[config.mk]
export PLATFORM = sky130hd
export DESIGN_NAME = serial_subtractor
export DESIGN_NICKNAME = d
export VERILOG_FILES = /design/src/rtl/serial_subtractor.sv
export SDC_FILE = /design/constraint.sdc
export NUM_CORES = 1
export LEC_CHECK = 0
export CAP_MARGIN = 10
export CELL_PAD_IN_SITES_DETAIL_PLACEMENT = 0
export CELL_PAD_IN_SITES_GLOBAL_PLACEMENT = 2
export CORE_AREA = 4 4 79 81
export DETAILED_ROUTE_END_ITERATION = 6
export DIE_AREA = 0 0 83 85
export PLACE_DENSITY_LB_ADDON = 0.1
export REMOVE_ABC_BUFFERS = 1
export SETUP_SLACK_MARGIN = 0.2
export SKIP_LAST_GASP = 1
export SYNTH_ARGS = -nofsm -noshare
export SYNTH_HDL_FRONTEND = slang
export SYNTH_SLANG_ARGS = --single-unit
[constraint.sdc]
create_clock -name clk -period 1.62 [get_ports clk]
set_input_delay 0.162 -clock clk [delete_from_list [all_inputs] [get_ports clk]]
set_output_delay 0.162 -clock clk [all_outputs]
set_load 0.01 [all_outputs]
[src/rtl/serial_subtractor.sv]
// rtl/serial_subtractor.sv - bit-serial a - b - bi subtractor with start/busy/done handshake
module serial_subtractor #(
    parameter int B = 8
) (
    input  logic         clk,
    input  logic         rst_n,
    input  logic         start,
    input  logic [B-1:0] a,
    input  logic [B-1:0] b,
    input  logic         bi,
    output logic         busy,
    output logic         done,
    output logic [B-1:0] di,
    output logic         bo
);

    localparam int CW = $clog2(B + 1);

    typedef enum logic [1:0] {
        IDLE  = 2'd0,
        SHIFT = 2'd1,
        DONE  = 2'd2
    } state_t;

    state_t        state;
    state_t        state_next;
    logic [B-1:0]  a_sr;
    logic [B-1:0]  b_sr;
    logic [B-1:0]  res_sr;
    logic [B-1:0]  res_shift;
    logic          br;
    logic          br_next;
    logic          d_bit;
    logic [CW-1:0] cnt;
    logic          accept;
    logic          last_step;

    // One full-subtractor cell on the operand LSBs plus the result shifted with the new bit at its MSB.
    always_comb begin
        accept    = start && (state != SHIFT);
        last_step = (state == SHIFT) && (cnt == CW'(B - 1));
        d_bit     = a_sr[0] ^ b_sr[0] ^ br;
        br_next   = (~a_sr[0] & b_sr[0]) | (~(a_sr[0] ^ b_sr[0]) & br);
        res_shift        = res_sr >> 1;
        res_shift[B-1]   = d_bit;
    end

    // Next-state and handshake outputs; start is ignored while shifting.
    always_comb begin
        state_next = state;
        busy       = 1'b0;
        done       = 1'b0;
        case (state)
            IDLE: begin
                if (start) state_next = SHIFT;
            end
            SHIFT: begin
                busy = 1'b1;
                if (last_step) state_next = DONE;
            end
            DONE: begin
                done       = 1'b1;
                state_next = start ? SHIFT : IDLE;
            end
            default: state_next = IDLE;
        endcase
    end

    // State register.
    always_ff @(posedge clk) begin
        if (!rst_n) begin
            state <= IDLE;
        end else begin
            state <= state_next;
        end
    end

    // Operand capture, serial step and result publication; di/bo only move on the final step.
    always_ff @(posedge clk) begin
        if (!rst_n) begin
            a_sr   <= '0;
            b_sr   <= '0;
            res_sr <= '0;
            br     <= 1'b0;
            cnt    <= '0;
            di     <= '0;
            bo     <= 1'b0;
        end else if (accept) begin
            a_sr   <= a;
            b_sr   <= b;
            br     <= bi;
            cnt    <= '0;
            res_sr <= '0;
        end else if (state == SHIFT) begin
            a_sr   <= a_sr >> 1;
            b_sr   <= b_sr >> 1;
            br     <= br_next;
            res_sr <= res_shift;
            cnt    <= cnt + CW'(1);
            if (last_step) begin
                di <= res_shift;
                bo <= br_next;
            end
        end
    end

endmodule

* Word-level counts from Yosys, hierarchy flattened *
Cells that the tools add are included.

storage, ports and cells
  memories = 0
  bits in latches = 0
  logic and storage cells = 43
  bits in writable memories = 0
  register bits after elaboration = 40
  bits of input ports = 20
  bits in read-only memories = 0
  output and inout port bits = 11

operators by class
  eq/ne operators = 6
  bitwise logic cells = 9
  $lt $le $gt $ge = 0
  multiply operators = 0
  shift operators = 0
  reductions and logical operators = 7
  add/subtract/negate cells = 1
  div/mod/pow operators = 0
  multiplexer cells = 12

operators with widths
  cell                                                                    count
  8-bit two-way mux                                                       4
  2-bit case mux with 3 select lines                                      1
  1-bit two-way mux                                                       5
  4-bit by 1-bit adder with 4-bit output (second input constant)          1
  4-bit by 3-bit equality test with 1-bit output (second input constant)  1
  2-bit two-way mux                                                       2
  2-bit != test (second input constant)                                   2
  1-bit inverter                                                          4
  3-bit AND reduction                                                     1
  1-bit AND                                                               2
  2-bit by 1-bit equality test with 1-bit output (second input constant)  1
  2-bit equality test (second input constant)                             1
  1-bit logical AND                                                       2
  2-bit zero test                                                         1
  2-bit by 1-bit != test with 1-bit output (second input constant)        1
  2-bit AND reduction                                                     1
  2-bit nonzero test                                                      1
  2-bit OR reduction                                                      1
  1-bit XOR                                                               2
  1-bit OR                                                                1

* Depth between registers and ports, before layout *
Gate-level depths: netlist of run 1.

  depth in word-level cells = 6
  mapped depth = 6
  depth with buffers taken out = 4

* Worst setup path after synthesis of run 1 *
No wires, ideal clock.

  kind = flip-flop to flip-flop
  from = reg state[1]
  to = reg cnt[3]
  cell stages (with the launch flop) = 5
  buffers on the path = 1
  data required time = 1.554 ns
  period minus slack after synthesis = 1.216 ns
  path slack = 0.404 ns
  library setup time = 0.066 ns
  arrival = 1.150 ns
  cells stage by stage = dfxtp_1 nand2b_1 buf_6 or4_4 a21oi_2

on the way
  cells in the longest elaborated chain, start to end = 3
  elaborated cells between the ends (all ways) = 4
  classes of those cells = eq/ne (2); reduce/logical (2)

ends and longest elaborated chain
  what                                      RTL line  source
  start, declared                           25        state_t state;
  start signal, assigned                    74        state <= state_next;
  2-bit by 1-bit != test with 1-bit output  40        accept = start && (state != SHIFT);
  1-bit logical AND                         40
  2-bit OR reduction (no source line)       n/a
  end signal, assigned                      99        cnt <= cnt + CW'(1);
  end, declared                             34        logic [CW-1:0] cnt;

Parallel ways exist; a longest one is shown, timed or not.
A chain may end at the register's enable or synchronous reset.

* Final worst setup path of run 1 *
  from = reg di[7]
  to = out di[7]

RTL lines
  what                    RTL line  source
  start, declared         13        output logic [B-1:0] di,
  start signal, assigned  101       di <= res_shift;

No word-level cell between the ends.

==> results.py, run 1 <==
metrics = {
    "clocking": {
        "path_clk_slew_ps": 70,
        "clk_path_buf_depth": 2,
        "cts_tree": "yes",
        "cts_max_level": 2,
        "insertion_delay_ps": 280,
        "clkSinkCount": 39,
        "hold_buffers": 0,
        "numCtsBuffers": 5,
        "cts_root_buffer": "clkbuf_8",
    },
    "floorplan": {
        "dieArea_um2": 7055,
        "fp.dieW_um": 83,
        "initial_core_util_pct": 30.36,
        "ios": 31,
        "core_um2": 5473,
        "num_rows": 27,
        "die_h_um": 85,
    },
    "setup_path": {
        "cp_top_family": "buffers and inverters",
        "worst_path_largest_cell_delay_ps": 540,
        "cp_cell_sequence": "clkdlybuf4s50_1",
        "critPathKind": "flop to output pin",
        "crit_path_end_kind": "output pin",
        "worstPathRequired_ps": 1460,
        "slowest_stage": "clkdlybuf4s50_1",
        "cp_max_fo": 2,
        "path_buf_inv": 1,
        "cp-start-kind": "flop",
        "cp.arrival_ps": 1170,
    },
    "timing": {
        "worstMarginPinSlew_ps": 279.0,
        "setup_viol": 0,
        "slew_headroom_pct": 81.40,
        "fin_skew_ps": 4.883,
        "rsz0062_at_grt": "no",
        "period_needed_ps": 1330,
        "hold_viol_final": 0,
        "fin_crit_sh_pct": 82.08,
        "max_freq_mhz": 752.1,
        "maxSlewViolCount": 0,
    },
    "cells_and_area": {
        "multi_input_area_um2": 803.3,
        "area_growth_pct": 30.65,
        "final_layout_size_suffix_gt1_share_pct": 10.48,
        "nFillCells": 579,
        "n_antenna_cell": 0,
        "postLayoutCoreUtil_pct": 39.67,
        "num-nets-final": 233,
        "regArea_um2": 783.3,
    },
    "synth": {
        "synth-xor-area-share_pct": 1.054,
        "synth_top_area_share_pct": 46.99,
        "syn-cell-area_um2": 1662,
        "ys_ff_latch": 39,
        "synth_edf_count": 0,
        "ys_types": 27,
        "netlist_top_cells_count": "51 x nand2_1, 39 x dfxtp_1, 24 x mux2i_1",
        "synthSimpleGateAreaFrac_pct": 16.94,
        "synth_cells": 178,
        "async_flop_share_pct": 0,
        "synth-seq-area-share_pct": 46.99,
        "synthFlopType": "dfxtp_1",
        "yosysMostFrequentCell": "nand2_1",
        "synth_top_family_by_area": "simple AND/OR/NAND/NOR gates",
        "synth.avg_cell_area_um2": 9.335,
        "synth_fa_ha_area_share_pct": 1.958,
        "synth_compound_area_share_pct": 13.55,
        "muxShareOfSynthArea_pct": 14.46,
        "synth_warnings": 0,
        "synth_area_leaders": "dfxtp_1 47%, mux2i_1 14%, nand2_1 12%",
        "synth_top_cell_by_area": "dfxtp_1",
    },
    "power": {
        "p_per_area_nw_per_um2": 864.7,
        "p_leak_nw": 0.9346,
        "ir_worst_vdd_v": 0.0003436,
        "p_total_w": 0.001877,
    },
    "global_route": {
        "grt_max_degree": 38,
        "grt_pass1_vias": 1268,
        "grt_usage_pct": 10.19,
        "grt-ovfl-total": 0,
        "grt_pass1_wl_um": 5851,
        "antenna_found_initial": 0,
    },
    "route": {
        "top_layer_used": "met4",
        "drc": 0,
        "ant_nets": 0,
        "drtIter0Drc": 83,
        "met1_length_um": 1499,
        "dr_wl_met2_um": 1583,
        "vias_per_cell": 4.418,
        "vias": 1246,
        "routed_wl_um": 3297,
        "wl_per_cell_um": 11.69,
        "met3RoutedLength_um": 158,
        "dr.pass1.iters": 4,
    },
    "run": {
        "cap_violations": 0,
    },
    "worst_hold_path": {
        "hp-class": "flop to flop",
    },
    "placement": {
        "dp_hpwl_um": 2325,
        "globalplace.congestion": 0.6954,
        "io_buffers": 30,
    },
    "run_status": {
        "status": "complete, no violations",
    },
}
==> worst reg2reg max path, stage by stage, from the launching register on <==
cell and delay, ps:
dfxtp_1 370, ha_2 200, nand3b_1 160, nor2_4 160, buf_12 150, mux2i_2 200
==> registers in the layout, indices dropped and copies added, names as in the netlist <==
signal and count:
br 1, state 2, di 8, a_sr 8, b_sr 8, bo 1
res_sr 7, cnt 4
==> where the power goes <==
group	leakage, nW	switching (W)	internal [W]
Sequential	0.319	0.0000240	0.00100
Combinational	0.578	0.000121	0.000136
Clock	0.0371	0.000305	0.000287
==> layout make-up <==
type / instances / area share, %
Multi-Input combinational cell: 121 / 37.00
Sequential cell: 39 / 36.08
Timing Repair Buffer: 39 / 18.56
Tap cell: 72 / 4.150
Clock buffer: 6 / 3.343
Inverter: 5 / 0.8646
==> stage by stage <==
step	std cells	area (um^2)	TNS, ps	hold WS (ps)	setup WS, ps
after floorplan	165	1597	-7443	283.7	-590.0
after global placement	274	2064	0	441.3	169.3
after detailed placement	274	2064	0	448.7	112.9
after CTS	282	2163	0	460.1	255.0
after global routing	282	2171	0	468.9	204.4
final	282	2171	0	455.3	290.3
==> path summary, 6_finish.rpt <==
kind / startpoint / to / slack [ps] / depth (start not counted)
setup / recovery: di[7]$_SDFFE_PN0P_ / di[7] / 290 / 1
hold / removal: di[2]$_SDFFE_PN0P_ / di[2]$_SDFFE_PN0P_ / 460 / 2
setup reg to reg: cnt[1]$_SDFFE_PP0P_ / di[0]$_SDFFE_PN0P_ / 310 / 5
hold reg to reg: di[2]$_SDFFE_PN0P_ / di[2]$_SDFFE_PN0P_ / 460 / 2
==> cell families (layout without fill, tap and decap cells) <==
family | count (synthesis) | count (layout)
buffers and inverters | 18 | 50
XOR/XNOR | 2 | 2
flip-flops | 39 | 39
multiplexers | 24 | 24
adder cells (fa/ha/maj) | 2 | 2
AND/OR/NAND/NOR | 65 | 65
AO/OA/AOI/OAI | 28 | 28
==> cells in the final DEF (no fill, tap or decap) <==
cell,instances
dfxtp_1,37
fa_1,1
nor2_1,4
inv_2,1
and3_1,1
a21oi_2,1
dlygate4sd2_1,2
mux2i_2,1
clkbuf_1,1
o31ai_1,1
ha_2,1
clkbuf_8,5
nand3b_1,2
a2bb2oi_1,1
o211a_1,14
or4_4,1
nand2_1,51
nand2b_1,2
a21oi_1,8
dfxtp_2,2
buf_4,6
clkdlybuf4s50_1,28
nor2_4,1
nor2b_1,2
inv_1,4
o211ai_1,2
o21ai_1,1
buf_12,3
mux2i_1,23
and2_1,1
xnor2_1,2
==> timing repair <==
| item | 4_1_cts | 5_1_grt |
|---|---|---|
| gates resized for setup | 3 | 3 |
| endpoints found under the setup margin | 3 | 1 |
| pin swaps | 1 | 2 |
| setup buffers | 2 | 0 |
==> layer usage <==
metal / up-vias / global-route usage (%)
li1: 657 / -
met3: 6 / 3.592
met2: 24 / 16.62
met4: 0 / 4.012
met5: - / 0
met1: 559 / 12.29
No activity file was read; power rests on OpenSTA's default activity.
==> inputs of run 2 (changes only) <==
Clock period 1.62 ns to 1.3 ns, I/O delays scaled along.
==> results.py, run 2 (synthesis results as in run 1) <==
metrics = {
    "floorplan": {
        "num_rows": 27,
        "dieArea_um2": 7055,
        "fp.dieW_um": 83,
        "ios": 31,
        "core_um2": 5473,
        "initial_core_util_pct": 30.36,
        "die_h_um": 85,
    },
    "cells_and_area": {
        "fin_area_um2": 2431,
        "num-nets-final": 249,
        "final_cell_mix": "50 x nand2_1, 32 x dfxtp_1, 24 x mux2i_1",
        "final_common_cell": "nand2_1",
        "area_growth_pct": 46.31,
        "final_layout_size_suffix_gt1_share_pct": 26.75,
        "n_antenna_cell": 0,
        "top_regs": "a_sr (8), b_sr (8), di (8)",
    },
    "route": {
        "routed_wl_um": 3557,
        "vias": 1338,
        "ant_nets": 0,
        "drc": 0,
        "dr.pass1.iters": 4,
        "vias_per_cell": 4.460,
        "drtIter0Drc": 57,
        "wl_per_cell_um": 11.86,
    },
    "placement": {
        "globalplace.congestion": 0.7081,
        "dp_hpwl_um": 2485,
        "pre_cts_slack_ps": -164.5,
        "io_buffers": 30,
        "place_area_um2": 2142,
    },
    "clocking": {
        "path_clk_slew_ps": 80,
        "clk_path_buf_depth": 2,
        "cts_tree": "yes",
        "clkSinkCount": 39,
        "cts_root_buffer": "clkbuf_8",
        "insertion_delay_ps": 290,
        "numCtsBuffers": 5,
        "cts_max_level": 2,
    },
    "setup_path": {
        "slowest_stage": "dfxtp_2",
        "cp_cell_sequence": "nand2b_4, buf_6, nor2_4, buf_12, mux2i_1",
        "critPathKind": "flop to flop",
        "worstPathRequired_ps": 1520,
        "worst_path_largest_cell_delay_ps": 320,
        "path_buf_inv": 2,
        "cp-start-kind": "flop",
        "cp_top_family": "flip-flops",
        "cp_max_fo": 10,
        "cp.arrival_ps": 1420,
        "crit_path_end_kind": "flop",
    },
    "timing": {
        "period_needed_ps": 1200,
        "fin_skew_ps": 7.335,
        "max_freq_mhz": 833.2,
        "hold_viol_final": 0,
        "slew_headroom_pct": 76.77,
        "final.setup.worst_slack_ps": 99.75,
        "rsz0062_at_grt": "yes",
        "maxSlewViolCount": 0,
        "setup_viol": 0,
        "fin_crit_sh_pct": 92.33,
        "finalSetupTns_ps": 0,
        "worstMarginPinSlew_ps": 347.3,
    },
    "power": {
        "ir_worst_vdd_v": 0.0004619,
        "p_switching_w": 0.0006212,
        "intPower_w": 0.001963,
        "switching_share_pct": 24.04,
        "p_seq_share_pct": 49.7,
        "p_per_area_nw_per_um2": 1063,
        "p_leak_nw": 1.093,
        "clockPowerShare_pct": 34.8,
        "p_comb_share_pct": 15.6,
        "p_total_w": 0.002584,
    },
    "global_route": {
        "grt_max_degree": 22,
        "antenna_found_initial": 0,
        "grt_pass1_vias": 1232,
        "grt_usage_pct": 10.03,
        "grt_pass1_wl_um": 5713,
        "grt-ovfl-total": 0,
    },
    "worst_hold_path": {
        "hp-class": "flop to flop",
    },
    "run_status": {
        "status": "complete, no violations",
    },
    "run": {
        "cap_violations": 0,
    },
}
-- run 2: cell types whose count changed in the layout (fill, tap and decap cells not counted), sizes merged --
cell	delta
dlygate4sd2	+8
clkbuf	+2
clkdlybuf4s50	-10
buf	+18
-- run 2: routing by layer --
metal / global-route usage [%] / up-vias / share of wire [%]
met1: 11.96 / 616 / 45
met3: 3.786 / 4 / 3.6
met2: 16.33 / 23 / 50
li1: - / 695 / -
met4: 4.012 / 0 / 1.2
met5: 0 / - / 0
-- run 2: worst min-delay path, stage by stage, from the launching register on --
cell	delay [ps]
dfxtp_1	310
nand2_1	50
mux2i_1	50
-- run 2: power groups by stage --
stage	Clock (W)	Combinational [W]	Sequential, W
2_1_floorplan	0	0.000170	0.00130
5_1_grt	0.000974	0.000443	0.00129
4_1_cts	0.000931	0.000363	0.00128
3_5_place_dp	0	0.000350	0.00131
6_report	0.000898	0.000402	0.00128
3_3_place_gp	0	0.000344	0.00131
-- run 2: layout make-up --
cell class                 instances  area [um^2]
fill                             553         3042
multi-input combinational        121        873.3
sequential                        39        794.5
timing repair buffer              55        551.8
clock buffer                       8        100.1
tap                               72        90.09
inverter                           5        21.27
-- run 2: final timing paths --
kind | slack (ps) | cells past startpoint | from | endpoint
setup / recovery | 100 | 5 | state[1]$_SDFFE_PN0P_ | di[0]$_SDFFE_PN0P_
hold / removal | 450 | 2 | di[3]$_SDFFE_PN0P_ | di[3]$_SDFFE_PN0P_
setup reg to reg | 100 | 5 | state[1]$_SDFFE_PN0P_ | di[0]$_SDFFE_PN0P_
hold reg to reg | 450 | 2 | di[3]$_SDFFE_PN0P_ | di[3]$_SDFFE_PN0P_
-- run 2: stage by stage --
stage | util, % | instances | hold slack, ps
after global routing | 44.42 | 300 | 474.4
final | 44.42 | 300 | 452.4
after CTS | 42.32 | 294 | 445.4
after detailed placement | 39.14 | 281 | 447.2
after global placement | 39.14 | 281 | 441.0
after floorplan | - | 165 | 251.7
-- run 2: what timing repair did --
action,4_1_cts,5_1_grt
gates resized for setup,32,25
pin swaps,4,6
hold buffers,0,0
cloned,1,0
setup buffers,4,6
setup endpoints to repair,48,36
==> inputs of run 3 (changes only) <==
Settings changed: CORE_AREA 4 4 79 81 to 2 2 77 79, DIE_AREA 0 0 83 85 to 0 0 79 81, MAX_ROUTING_LAYER from default to met4.
==> results.py, run 3 (synthesis results as in run 1) <==
metrics = {
    "run_status": {
        "status": "complete, no violations",
    },
    "setup_path": {
        "critPathKind": "flop to flop",
        "crit_path_end_kind": "flop",
        "cp-start-kind": "flop",
        "ff2ff_path_depth": 5,
        "r2r_start": "state[1]$_SDFFE_PN0P_",
        "cp_cell_sequence": "nand2b_4, buf_8, nor2_4, buf_12, mux2i_1",
        "r2r_end": "di[7]$_SDFFE_PN0P_",
        "cp_max_fo": 9,
        "worstPathRequired_ps": 1510,
        "startpoint": "state[1]$_SDFFE_PN0P_",
        "worst_path_largest_cell_delay_ps": 330,
        "slowest_stage": "dfxtp_2",
        "worstSetupEndpoint": "di[7]$_SDFFE_PN0P_",
        "cp.arrival_ps": 1410,
        "worst-r2r-setup-slack_ps": 100,
    },
    "timing": {
        "worstMarginPinSlew_ps": 247.9,
        "max_freq_mhz": 833.8,
        "fin_skew_ps": 5.133,
        "rsz0062_at_grt": "yes",
        "final.setup.worst_slack_ps": 100.7,
        "period_needed_ps": 1199,
        "maxSlewViolCount": 0,
        "setup_viol": 0,
        "hold_viol_final": 0,
        "slew_headroom_pct": 83.33,
        "fin_crit_sh_pct": 92.25,
    },
    "cells_and_area": {
        "final_cell_mix": "51 x nand2_1, 33 x dfxtp_1, 24 x mux2i_1",
        "num-nets-final": 248,
        "final_layout_size_suffix_gt1_share_pct": 25.99,
        "top_regs": "a_sr (8), b_sr (8), di (8)",
        "n_antenna_cell": 0,
        "fin_area_um2": 2459,
        "final_common_cell": "nand2_1",
        "area_growth_pct": 47.97,
    },
    "floorplan": {
        "fp.dieW_um": 79,
        "die_h_um": 81,
        "initial_core_util_pct": 29.28,
        "ios": 31,
        "num_rows": 28,
        "dieArea_um2": 6399,
        "core_um2": 5675,
    },
    "global_route": {
        "grt_max_degree": 21,
        "grt-ovfl-total": 0,
        "antenna_found_initial": 0,
        "grt_pass1_vias": 1339,
        "grt_usage_pct": 12.45,
        "grt_pass1_wl_um": 5996,
    },
    "clocking": {
        "clk_path_buf_depth": 2,
        "cts_max_level": 2,
        "insertion_delay_ps": 290,
        "numCtsBuffers": 5,
        "clkSinkCount": 39,
        "path_clk_slew_ps": 70,
        "cts_tree": "yes",
        "cts_root_buffer": "clkbuf_8",
    },
    "route": {
        "routed_wl_um": 3635,
        "drc": 0,
        "wl_per_cell_um": 12.04,
        "vias_per_cell": 4.513,
        "vias": 1363,
        "dr.pass1.iters": 4,
        "drtIter0Drc": 55,
        "ant_nets": 0,
    },
    "run": {
        "cap_violations": 0,
    },
    "power": {
        "p_leak_nw": 1.103,
        "p_per_area_nw_per_um2": 1115,
        "ir_worst_vdd_v": 0.0004653,
    },
    "placement": {
        "place_area_um2": 2171,
        "dp_hpwl_um": 2571,
        "pre_cts_slack_ps": -205.1,
        "globalplace.congestion": 0.8050,
        "io_buffers": 30,
    },
    "worst_hold_path": {
        "hp-class": "flop to flop",
    },
}
-- run 3: cell types whose count changed in the layout (fill, tap and decap cells not counted), moves of 2 or more --
cell       delta
nor2_1        -2
clkbuf_16     +2
nor2_2        +2
buf_4         -2
-- run 3: report_power, final --
part	internal, W	switching, W
Sequential	0.00125	0.0000340
Combinational	0.000242	0.000184
Clock	0.000621	0.000411
-- run 3: cell type report --
cell class	instances	area (um^2)
Clock buffer	6	82.58
Clock inverter	2	35.03
Fill cell	584	3217
Inverter	5	21.27
Multi-Input combinational cell	121	870.8
Sequential cell	39	790.8
Tap cell	75	93.84
Timing Repair Buffer	54	564.3
-- run 3: how the worst min path moves through the flow --
stage	from	depth (start not counted)	endpoint
6_report	di[3]$_SDFFE_PN0P_	2	di[3]$_SDFFE_PN0P_
5_1_grt	a[7]	3	a_sr[7]$_SDFFE_PN0P_
4_1_cts	a[7]	3	a_sr[7]$_SDFFE_PN0P_
3_5_place_dp	res_sr[1]$_SDFFE_PP0P_	2	res_sr[1]$_SDFFE_PP0P_
3_3_place_gp	di[2]$_SDFFE_PN0P_	2	di[2]$_SDFFE_PN0P_
2_1_floorplan	rst_n	1	state[1]$_SDFFE_PN0P_
-- run 3: routing by layer --
layer  track usage, %  wire, um  vias up
met3            4.111       137        2
met5                -         0        -
li1                 -         -      690
met1            14.09      1658      647
met2            20.85      1818       24
met4            4.138        21        0
-- run 3: metrics by stage --
step / hold slack, ps / util, % / std cells / total power (W) / TNS [ps]
5_1_grt: 453.2 / 43.32 / 302 / 0.002888 / 0
3_5_place_dp: 450.6 / 38.25 / 289 / 0.001668 / -3103
3_3_place_gp: 440.2 / 38.25 / 289 / 0.001660 / -2353
6_report: 454.1 / 43.32 / 302 / 0.002742 / 0
4_1_cts: 452.4 / 41.36 / 300 / 0.002752 / 0
2_1_floorplan: 251.7 / - / 165 / 0.001470 / -18650
-- run 3: what timing repair did --
action / 4_1_cts / 5_1_grt
hold endpoints to repair: 0 / 0
cloned: 0 / 2
gates resized for setup: 30 / 23
setup buffers: 3 / 0
setup endpoints to repair: 50 / 31
hold buffers: 0 / 0
pin swaps: 4 / 3
-- run 3: worst max-delay path: cells and delay by family (launching register included) --
| kind | cells | cell delay [ps] |
|---|---|---|
| flops | 1 | 330 |
| buf+inv | 2 | 300 |
| simple gates | 2 | 310 |
| mux | 1 | 180 |
